## src/rtl/rat_pkg.sv

```systemverilog
// rtl/rat_pkg.sv - Shared RAT CPU constants and types.
//
// Purpose : program-counter width, call-stack depth, PC mux select codes
//           and the program-counter value type.
// Ports   : none (package).
package rat_pkg;

    localparam int PC_W             = 10;
    localparam int CALL_STACK_DEPTH = 16;

    // PC input mux selects; the call stack feeds select 1.
    localparam logic [1:0] PC_SEL_IMMED = 2'd0;
    localparam logic [1:0] PC_SEL_STACK = 2'd1;
    localparam logic [1:0] PC_SEL_INTR  = 2'd2;   // interrupt vector 0x3FF
    localparam logic [1:0] PC_SEL_ZERO  = 2'd3;

    typedef logic [PC_W-1:0] pc_t;

endpackage

```

## src/rtl/call_stack_mem.sv

```systemverilog
// rtl/call_stack_mem.sv - Return-address register file for the call stack.
//
// Purpose : DEPTH x WIDTH storage, one synchronous write port and one
//           asynchronous read port. Contents are not reset.
// Ports   : i_clk    - clock
//           i_we     - write enable
//           i_waddr  - write address
//           i_wdata  - write data
//           i_raddr  - read address
//           o_rdata  - read data (combinational)
module call_stack_mem
    import rat_pkg::*;
#(
    parameter int WIDTH = PC_W,
    parameter int DEPTH = CALL_STACK_DEPTH,
    parameter int AW    = $clog2(DEPTH)
) (
    input  logic             i_clk,
    input  logic             i_we,
    input  logic [AW-1:0]    i_waddr,
    input  logic [WIDTH-1:0] i_wdata,
    input  logic [AW-1:0]    i_raddr,
    output logic [WIDTH-1:0] o_rdata
);

    logic [WIDTH-1:0] r_mem [DEPTH];

    always_ff @(posedge i_clk) begin
        if (i_we) begin
            r_mem[i_waddr] <= i_wdata;
        end
    end

    assign o_rdata = r_mem[i_raddr];

endmodule

```

## src/rtl/call_stack.sv

```systemverilog
// rtl/call_stack.sv - Hardware return-address stack for the RAT CPU.
//
// Purpose : saves PC_COUNT+1 on PUSH (CALL) and presents the top entry on
//           FROM_STACK so RET/RETI can load the PC in the POP cycle.
// Ports   : CLK        - clock, rising edge
//           RST        - synchronous active-high reset
//           PUSH       - save return address
//           POP        - discard top entry
//           PC_COUNT   - current PC
//           FROM_STACK - top-of-stack return address (0 when empty)
//           EMPTY/FULL - level status
//           LEVEL      - number of valid entries
//           OVERFLOW   - push rejected (stack full)
//           UNDERFLOW  - pop rejected (stack empty)
// Macro   : CALL_STACK_STICKY_ERR_EN - error flags hold until RST.
module call_stack
    import rat_pkg::*;
#(
    parameter int PC_W  = rat_pkg::PC_W,
    parameter int DEPTH = CALL_STACK_DEPTH
) (
    input  logic                     CLK,
    input  logic                     RST,
    input  logic                     PUSH,
    input  logic                     POP,
    input  logic [PC_W-1:0]          PC_COUNT,
    output logic [PC_W-1:0]          FROM_STACK,
    output logic                     EMPTY,
    output logic                     FULL,
    output logic [$clog2(DEPTH):0]   LEVEL,
    output logic                     OVERFLOW,
    output logic                     UNDERFLOW
);

    localparam int AW = $clog2(DEPTH);
    localparam int LW = AW + 1;

    logic [LW-1:0]   r_level;
    logic            r_ovf;
    logic            r_unf;

    logic [LW-1:0]   w_level_nxt;
    logic [LW-1:0]   w_level_m1;
    logic            w_empty;
    logic            w_full;
    logic            w_we;
    logic [AW-1:0]   w_waddr;
    logic [AW-1:0]   w_raddr;
    logic [PC_W-1:0] w_ret;
    logic [PC_W-1:0] w_rdata;
    logic            w_ovf_req;
    logic            w_unf_req;

    assign w_empty    = (r_level == '0);
    assign w_full     = (r_level == LW'(DEPTH));
    assign w_level_m1 = r_level - LW'(1);
    assign w_ret      = PC_COUNT + PC_W'(1);   // wraps 0x3FF -> 0x000
    assign w_raddr    = w_level_m1[AW-1:0];

    always_comb begin
        w_level_nxt = r_level;
        w_we        = 1'b0;
        w_waddr     = r_level[AW-1:0];
        w_ovf_req   = 1'b0;
        w_unf_req   = 1'b0;
        if (PUSH && POP) begin
            w_we = 1'b1;
            if (w_empty) begin
                // Push proceeds into slot 0; the pop has nothing to remove.
                w_level_nxt = LW'(1);
                w_unf_req   = 1'b1;
            end else begin
                // Replace top in place; works when full too.
                w_waddr = w_raddr;
            end
        end else if (PUSH) begin
            if (w_full) begin
                w_ovf_req = 1'b1;
            end else begin
                w_we        = 1'b1;
                w_level_nxt = r_level + LW'(1);
            end
        end else if (POP) begin
            if (w_empty) begin
                w_unf_req = 1'b1;
            end else begin
                w_level_nxt = w_level_m1;
            end
        end
    end

    always_ff @(posedge CLK) begin
        if (RST) begin
            r_level <= '0;
            r_ovf   <= 1'b0;
            r_unf   <= 1'b0;
        end else begin
            r_level <= w_level_nxt;
`ifdef CALL_STACK_STICKY_ERR_EN
            r_ovf   <= r_ovf | w_ovf_req;
            r_unf   <= r_unf | w_unf_req;
`else
            r_ovf   <= w_ovf_req;
            r_unf   <= w_unf_req;
`endif
        end
    end

    // Reset wins, so a write requested alongside RST must not land either.
    call_stack_mem #(
        .WIDTH (PC_W),
        .DEPTH (DEPTH),
        .AW    (AW)
    ) u_mem (
        .i_clk   (CLK),
        .i_we    (w_we && !RST),
        .i_waddr (w_waddr),
        .i_wdata (w_ret),
        .i_raddr (w_raddr),
        .o_rdata (w_rdata)
    );

    // Gating by EMPTY keeps unwritten storage from ever reaching the PC.
    assign FROM_STACK = w_empty ? '0 : w_rdata;
    assign EMPTY      = w_empty;
    assign FULL       = w_full;
    assign LEVEL      = r_level;
    assign OVERFLOW   = r_ovf;
    assign UNDERFLOW  = r_unf;

endmodule

```

## config.mk

```make
export PLATFORM = sky130hd
export DESIGN_NAME = call_stack
export DESIGN_NICKNAME = d
export VERILOG_FILES = /design/src/rtl/rat_pkg.sv /design/src/rtl/call_stack_mem.sv /design/src/rtl/call_stack.sv
export SDC_FILE = /design/constraint.sdc
export NUM_CORES = 1
export LEC_CHECK = 0
export CELL_PAD_IN_SITES_DETAIL_PLACEMENT = 1
export CELL_PAD_IN_SITES_GLOBAL_PLACEMENT = 2
export CORE_ASPECT_RATIO = 0.6
export CORE_MARGIN = 8
export CORE_UTILIZATION = 41
export CTS_CLUSTER_SIZE = 12
export DETAILED_ROUTE_END_ITERATION = 8
export PLACE_DENSITY_LB_ADDON = 0.1
export SLEW_MARGIN = 40
export SYNTH_ARGS = -nofsm -noshare
export SYNTH_HDL_FRONTEND = slang
export SYNTH_SLANG_ARGS = --single-unit
```

## constraint.sdc

```tcl
create_clock -name CLK -period 3 [get_ports CLK]
set_input_delay 0.9 -clock CLK [delete_from_list [all_inputs] [get_ports CLK]]
set_output_delay 0.9 -clock CLK [all_outputs]
set_load 0.01 [all_outputs]
```

Word level (Yosys, flattened, before mapping)
Memory sizes are Yosys's and may differ from the RTL's.
Index checks and enable logic that the tools add are counted.

cells by class
  $add $sub $neg = 3
  mux-type cells = 19
  equality and inequality tests = 4
  reduce and logical (&&, ||, !) cells = 7
  bitwise operators = 1

operator list
  cell                   number
  $mux 5                 6
  $add 10x1->10 const B  1
  $mux 1                 10
  $mux 10                1
  $mux 4                 2
  $ne 3x2->1 const B     2
  $add 5x1->5 const B    1
  $eq 5x5->1 const B     1
  $logic_not 5->1        1
  $sub 5x1->5 const B    1
  $reduce_and 4->1       1
  $reduce_bool 3->1      1
  $reduce_or 3->1        1
  $logic_and 1x1->1      2
  $ne 2x2->1 const B     1
  $logic_not 1->1        1
  $not 1->1              1

word-level totals
  output and inout bits = 19
  bits in writable memories = 160
  register bits = 7
  memories kept = 1
  input port bits = 14

memories
  memory       depth  width  rd ports  clocked after Yosys merged registers in  write ports  line                  source
  u_mem.r_mem  16     10     1         0                                        1            call_stack_mem.sv:26  logic [WIDTH-1:0] r_mem [DEPTH];

Logic depth before layout (Yosys ltp)
Gate-level depths: netlist of the first run.

  depth in word-level cells = 7
  gate-level depth with buffers = 8
  mapped depth without buffers = 7

Cells and area by module
A second synthesis of the first run with hierarchy kept.

unflattened totals
  cell total of the unflattened synthesis = 380
  area total of the unflattened synthesis = 6989.2 um^2

modules (own cells, without submodules)
  module          instances  cells an instance  area an instance (um^2)
  call_stack_mem  1          269                6153.4
  call_stack      1          111                835.8

Worst setup path before layout of the first run
Ideal clock, no wire load.

  path type = register -> output
  start point = reg r_level[0], in the netlist LEVEL[0]
  end point = out FROM_STACK[0]
  slack = -0.078 ns
  arrival time = 2.178 ns
  stages on the path, launching flop included = 9
  required time = 2.100 ns
  path through = dfxtp_1 buf_2 inv_1 ha_1 clkbuf_1 clkbuf_1 mux4_2 mux2i_1 o22ai_1

between the ends
  word-level cells in the longest chain between the ends = 3
  elaborated cells between the ends (all ways) = 4
  classes of those cells = 1 x add/sub; 1 x mux; 1 x reduce/logical; 1 x memory

RTL lines
  element                   line               source
  start: declaration        call_stack.sv:38   logic [LW-1:0] r_level;
  start signal: assignment  call_stack.sv:98   r_level <= w_level_nxt;
  $sub 5x1->5               call_stack.sv:56   assign w_level_m1 = r_level - LW'(1);
  $mem_v2 16x10             --
  $mux 10 *                 call_stack.sv:124  assign FROM_STACK = w_empty ? '0 : w_rdata;
  end: declaration          call_stack.sv:27   output logic [PC_W-1:0] FROM_STACK,

Mark *: on every way between the ends. The rest lies on a longest branch, timed or not.

Worst setup path after layout of the first run
  start point = reg r_level[1], in the netlist LEVEL[1]
  end point = out FROM_STACK[0]

The elaborated chain is that of the path after synthesis.

==> reports/results.tsv, run 1 <==
metric	value	unit
layout cells sized above 1	0.408	
post-route clock period utilization	1.05	
number of global-route vias before repair	4463	
routability congestion estimate	0.798	
count of different cell masters after synthesis	51	
Max Clk Rate	0.318	GHz
worst setup margin	-147	ps
Post-DP HPWL	12.2	mm
Core Area	17100	sq um
Root Buffer	clkbuf_16	
critical path launch point	LEVEL[1]	
worst-case clock buffer depth	2	
post-route minimum period	3150	ps
Synth Area in Adders	0.00700	
normalized max-slew margin	0.486	
total congestion overflow	0	
P&R area growth vs syn	30.1	%
crit end category	output port	
post-synthesis simple-gate area fraction	0.0520	
Die Span Y	118	um
EDFF count, synth	160	
sequential share of power	0.291	
Synth Instances	399	
Synth Cell Area	7150	sq um
Initial Util	0.417	
drt pass-1 iters	4	
Comb pwr share	0.473	
multiplexer area fraction after synthesis	0.154	
initial antenna violation count	0	
ys async rst share	0	
top-area cell type share of the netlist area	0.672	
clk_skew	9.29	ps
clock share of power	0.236	
cts bufs inserted	17	
#FFs+latches synth	167	
Hold WC Path Type	flip-flop to flip-flop	
Worst Reg2Reg Path Length in Cells	11	
Iter 0 DRT Violations	189	
r2r setup slk	260	ps
total number of yosys warnings	0	
largest net degree at the start of global routing	20	
final hold slack	635	ps
Core Util, Final	0.543	
# H-tree levels	4	
internal power	6.20	mW
# diodes	0	
Tot GR Track Use	0.166	
RSZ-0062 raised after global routing	true	
Critical Path End	FROM_STACK[0]	
later-pin clock latency in the skew report	420	ps
I/O pin total	33	
leading area contributor after synthesis	edfxtp_1	
width of the die	186	um
Setup violations, final	10	
register area share after synthesis	0.692	
total negative slack	-969	ps
nets	537	
worst slew pin tran	770	ps
Final ANT Viol Nets	0	
leakage power total	3.21	nW
post-synthesis compound-gate area fraction	0.0562	
reg2reg end	u_mem.r_mem[14][7]	
Pins Over Slew Limit	0	
largest family of logic cells by synthesized area	multiplexers	
startpoint types	flip-flop	
r2r startpoint	LEVEL[1]	
most frequent cell after synthesis	edfxtp_1	
die area	22100	sq um
XOR/XNOR Fraction of Synth Area	0.0168	
Post-Route WL	18.1	mm
switch share	0.339	
Main synth FF type	edfxtp_1	
PwrDens	1010	nW/um^2
routed len/inst	23.7	um
most frequent cells after synthesis	160 x edfxtp_1, 40 x mux4_2, 20 x mux2i_1	
Worst VDD drop	480	uV
Rows	37	
post-synthesis net count	417	
vias per std cell	5.39	
TritonCTS Sinks	167	
WP data arrival	2250	ps
Reg clk slew, reported paths	70	ps
status	complete, but fails checks	
CP Max Fanout	7	
MaxCap Viol Count	0	
TritonCTS clock tree	done	
Post-Synthesis Mean Instance Area	17.9	sq um
WP data required	2100	ps
fin area	9310	sq um
largest cells by area after synthesis	edfxtp_1 67%, mux4_2 13%, mux2i_1 2.8%	
global-route wire length before repair	27.8	mm
WS Path Type	flip-flop to output port	
failing checks	negative setup slack	
pre-CTS setup slack	-271	ps
P_sw	3.18	mW
Final Hold Fails	0	
Port Buf Inserts	32	
DRC Markers	0	
placed cell area	8370	sq um
via count	4130	
## sequential cells by signal, indices dropped and copies added, names as in the netlist
name         count
LEVEL            5
OVERFLOW         1
UNDERFLOW        1
u_mem.r_mem    160
## critical path, cell delays in order, from the launching register on
cell and delay [ps]:
dfxtp_2 340, buf_4 130, or3_4 400, buf_6 140
xor2_4 150, buf_12 140, mux2i_4 180, o22ai_2 180
buf_2 170
## routing by layer
layer / up-vias / part of all wire / GRT usage
met4: 0 / 0.0077 / 0.0420
met1: 2177 / 0.49 / 0.235
met5: - / 0 / 0
li1: 1884 / - / -
met3: 11 / 0.029 / 0.0291
met2: 58 / 0.47 / 0.264
## power by group through the flow
stage,Sequential (mW),Combinational [mW],Clock (mW)
after floorplan,2.78,2.06,0
after global placement,2.77,3.70,0
after detailed placement,2.78,3.71,0
after CTS,2.73,4.33,2.25
after global routing,2.74,4.72,2.32
final,2.73,4.43,2.21
## layout by cell type (no fill, tap or decap), types with 4 or more instances in the layout
| cell | instances |
|---|---|
| xnor2_2 | 7 |
| buf_2 | 9 |
| mux2i_1 | 14 |
| a211oi_2 | 5 |
| clkdlybuf4s50_1 | 20 |
| mux4_2 | 40 |
| nor3_1 | 5 |
| a21oi_1 | 19 |
| o21ai_1 | 4 |
| inv_1 | 6 |
| nand2_1 | 8 |
| clkbuf_16 | 17 |
| o22ai_1 | 7 |
| dfxtp_1 | 5 |
| o21ai_0 | 7 |
| buf_4 | 71 |
| edfxtp_1 | 160 |
| buf_12 | 8 |
| nand3_1 | 9 |
| nor2_1 | 10 |
| buf_6 | 10 |
| inv_8 | 6 |
| clkinv_4 | 4 |
## per-stage QoR
step	power, mW	instances
after floorplan	4.84	399
after global placement	6.47	720
after detailed placement	6.50	720
after CTS	9.31	765
after global routing	9.78	766
final	9.38	766
## repair_timing
item | CTS | global route
setup buffers | 11 | 2
gates cloned | 3 | 0
endpoints found under the hold margin | 0 | 0
resized for setup | 75 | 12
pin swaps | 11 | 4
setup endpoints to repair | 12 | 12
hold buffers | 0 | 0
## logic make-up (layout without fill, tap and decap cells)
logic type | after synthesis | in the layout
flip-flops | 167 | 167
AND/OR/NAND/NOR | 63 | 63
AO/OA/AOI/OAI | 60 | 60
multiplexers | 60 | 60
buffers and inverters | 33 | 166
XOR/XNOR | 12 | 12
adder cells (fa/ha/maj) | 4 | 4
## cell type report
class | instances | area, sq um
Timing Repair Buffer | 126 | 1200
Tap cell | 234 | 293
Fill cell | 1584 | 7820
Clock buffer | 18 | 429
Sequential cell | 167 | 4950
Clock inverter | 14 | 174
Multi-Input combinational cell | 199 | 2230
Inverter | 8 | 30.0
## worst min-delay path by stage
stage | slack [ps] | cells past startpoint | from | endpoint
3_3_place_gp | 630 | 2 | LEVEL[4] | LEVEL[3]
4_1_cts | 650 | 2 | LEVEL[4] | LEVEL[3]
6_report | 630 | 2 | LEVEL[4] | LEVEL[3]
5_1_grt | 680 | 2 | LEVEL[4] | LEVEL[3]
3_5_place_dp | 630 | 2 | LEVEL[4] | LEVEL[3]
2_1_floorplan | 620 | 2 | LEVEL[4] | LEVEL[3]
Power figures use the tool's default switching activity.
==> run 2, diff against run 1 <==
Settings changed: ABC_AREA from default to 0.
==> results of run 2 <==
Same layout as run 1: the final DEF is identical, and so are final timing and power.
==> run 3, diff against run 2 <==
Settings changed: SLEW_MARGIN 40 to default.
==> run 3 against run 2 <==
Effect of this change: the run still ends with negative setup slack left; sequential share of layout area up 0.59 points; routed wire length fell by 0.82%; clock skew up 5.1 ps; critical endpoint is now FROM_STACK[5].
==> reports/results.tsv, run 3 (same netlist as run 1, synthesis figures left out) <==
metric	value	unit	change
width of the die	186	um	unchanged
layout cells sized above 1	0.400		was 0.408
WS Path Type	flip-flop to output port		unchanged
leakage power total	3.16	nW	was 3.21 nW
cts bufs inserted	17		unchanged
startpoint types	flip-flop		unchanged
Initial Util	0.417		unchanged
routability congestion estimate	0.798		unchanged
normalized max-slew margin	0.159		was 0.486
I/O pin total	33		unchanged
Port Buf Inserts	32		unchanged
largest net degree at the start of global routing	20		unchanged
Setup violations, final	10		unchanged
die area	22100	sq um	unchanged
CP Max Fanout	10		was 7
failing checks	negative setup slack		unchanged
non-filler cells, final	764		was 766
worst slew pin tran	1260	ps	was 770 ps
routed len/inst	23.5	um	was 23.7 um
MaxCap Viol Count	0		unchanged
TritonCTS clock tree	done		unchanged
Post-DP HPWL	12.2	mm	about the same
crit end category	output port		unchanged
worst setup margin	-169	ps	was -147 ps
nets	536		was 537
DRC Markers	0		unchanged
Core Area	17100	sq um	unchanged
Post-Place Cells	720		unchanged
Reg clk slew, reported paths	70	ps	about the same
commonest non-fill, non-tap cell in the layout	edfxtp_1		unchanged
most frequent cells in the layout	160 x edfxtp_1, 75 x buf_4, 40 x mux4_2, 20 x clkdlybuf4s50_1, 19 x a21oi_1		was 160 x edfxtp_1, 71 x buf_4, 40 x mux4_2, 20 x clkdlybuf4s50_1, 19 x a21oi_1
status	complete, but fails checks		unchanged
number of global-route vias before repair	4438		was 4,463
post-route clock period utilization	1.06		was 1.05
Iter 0 DRT Violations	308		was 189
Top reg by flops	u_mem.r_mem		unchanged
hold endpoint	LEVEL[3]		unchanged
Hold WC Path Type	flip-flop to flip-flop		unchanged
# diodes	0		unchanged
initial antenna violation count	0		unchanged
WP data required	2100	ps	about the same
Worst Reg2Reg Path Length in Cells	11		unchanged
clk_skew	14.4	ps	was 9.29 ps
# fillers	1601		was 1,584
r2r startpoint	LEVEL[0]		was LEVEL[1]
Final ANT Viol Nets	0		unchanged
r2r setup slk	190	ps	was 260 ps
total congestion overflow	0		unchanged
global-route wire length before repair	27.9	mm	was 27.8 mm
pre-CTS setup slack	-294	ps	was -271 ps
post-route minimum period	3170	ps	was 3150 ps
via count	4174		was 4,130
RSZ-0062 raised after global routing	true		unchanged
Core Util, Final	0.537		was 0.543
Tot GR Track Use	0.167		was 0.166
PwrDens	1000	nW/um^2	was 1010 nW/um^2
# H-tree levels	4		unchanged
Sequential cell area	4950	sq um	unchanged
HP Start	LEVEL[4]		unchanged
later-pin clock latency in the skew report	430	ps	was 420 ps
Rows	37		unchanged
Worst VDD drop	476	uV	was 480 uV
reg2reg end	u_mem.r_mem[13][3]		was u_mem.r_mem[14][7]
P&R area growth vs syn	28.7	%	was 30.1%
worst-case clock buffer depth	2		unchanged
drt pass-1 iters	6		was 4
final hold slack	642	ps	was 635 ps
Max Clk Rate	0.316	GHz	was 0.318 GHz
Largest register FFs	160		unchanged
TritonCTS Sinks	167		unchanged
Pins Over Slew Limit	0		unchanged
Power, Total	9.23	mW	was 9.38 mW
Root Buffer	clkbuf_16		unchanged
WP data arrival	2270	ps	was 2250 ps
WHS Path Cells	2		unchanged
Die Span Y	118	um	unchanged
vias per std cell	5.46		was 5.39
area of the multi-input gates	2180	sq um	was 2230 sq um
post-cts hold buffer count	0		unchanged
Post-Route WL	18.0	mm	was 18.1 mm
Final Hold Fails	0		unchanged
run 3: power by group:
part           switching (mW)  leakage [nW]  internal (mW)
Sequential             0.0452          1.50           2.69
Combinational            2.06          1.37           2.23
Clock                    1.01         0.296           1.20
Total                    3.12          3.16           6.11
run 3: area by class of cell:
class                   count  area share
clock buffers              17      0.0462
flip-flops and latches    167       0.538
clock inverters            14      0.0200
repair buffers            125       0.124
inverters                   8     0.00353
well taps                 234      0.0318
multi-input cells         199       0.237
run 3: repair_timing:
item	CTS	global route
endpoints found under the setup margin	12	51
setup buffers	5	7
pin swaps	9	6
endpoints found under the hold margin	0	0
gates cloned	1	1
resized for setup	64	19
run 3: routing by layer:
metal | wire length (um) | global-route usage | vias up
met2 | 8520 | 0.261 | 91
met1 | 8480 | 0.233 | 2203
met3 | 865 | 0.0396 | 10
li1 | - | - | 1870
met5 | 0 | 0 | -
met4 | 113 | 0.0420 | 0
run 3: worst max-delay path, cell delays in order (launching register included):
cell and delay [ps]:
dfxtp_4 390, inv_4 50, ha_4 330, buf_4 140, buf_12 130, mux4_2 300, mux2i_2 200, o22ai_2 140
buf_2 170
run 3: through the flow:
step | TNS (ps) | area, sq um
3_3_place_gp | -12960 | 8310
4_1_cts | -1480 | 9060
2_1_floorplan | 0 | 7160
6_report | -1120 | 9200
3_5_place_dp | -28140 | 8310
5_1_grt | -2010 | 9200
run 3: worst max-delay path by stage:
stage	to	startpoint	slack [ps]
after floorplan	FROM_STACK[0]	LEVEL[0]	50
after global placement	FROM_STACK[5]	LEVEL[0]	-210
after detailed placement	u_mem.r_mem[8][7]	PC_COUNT[5]	-290
after CTS	FROM_STACK[0]	LEVEL[0]	-220
after global routing	FROM_STACK[0]	LEVEL[0]	-250
final	FROM_STACK[5]	LEVEL[0]	-170
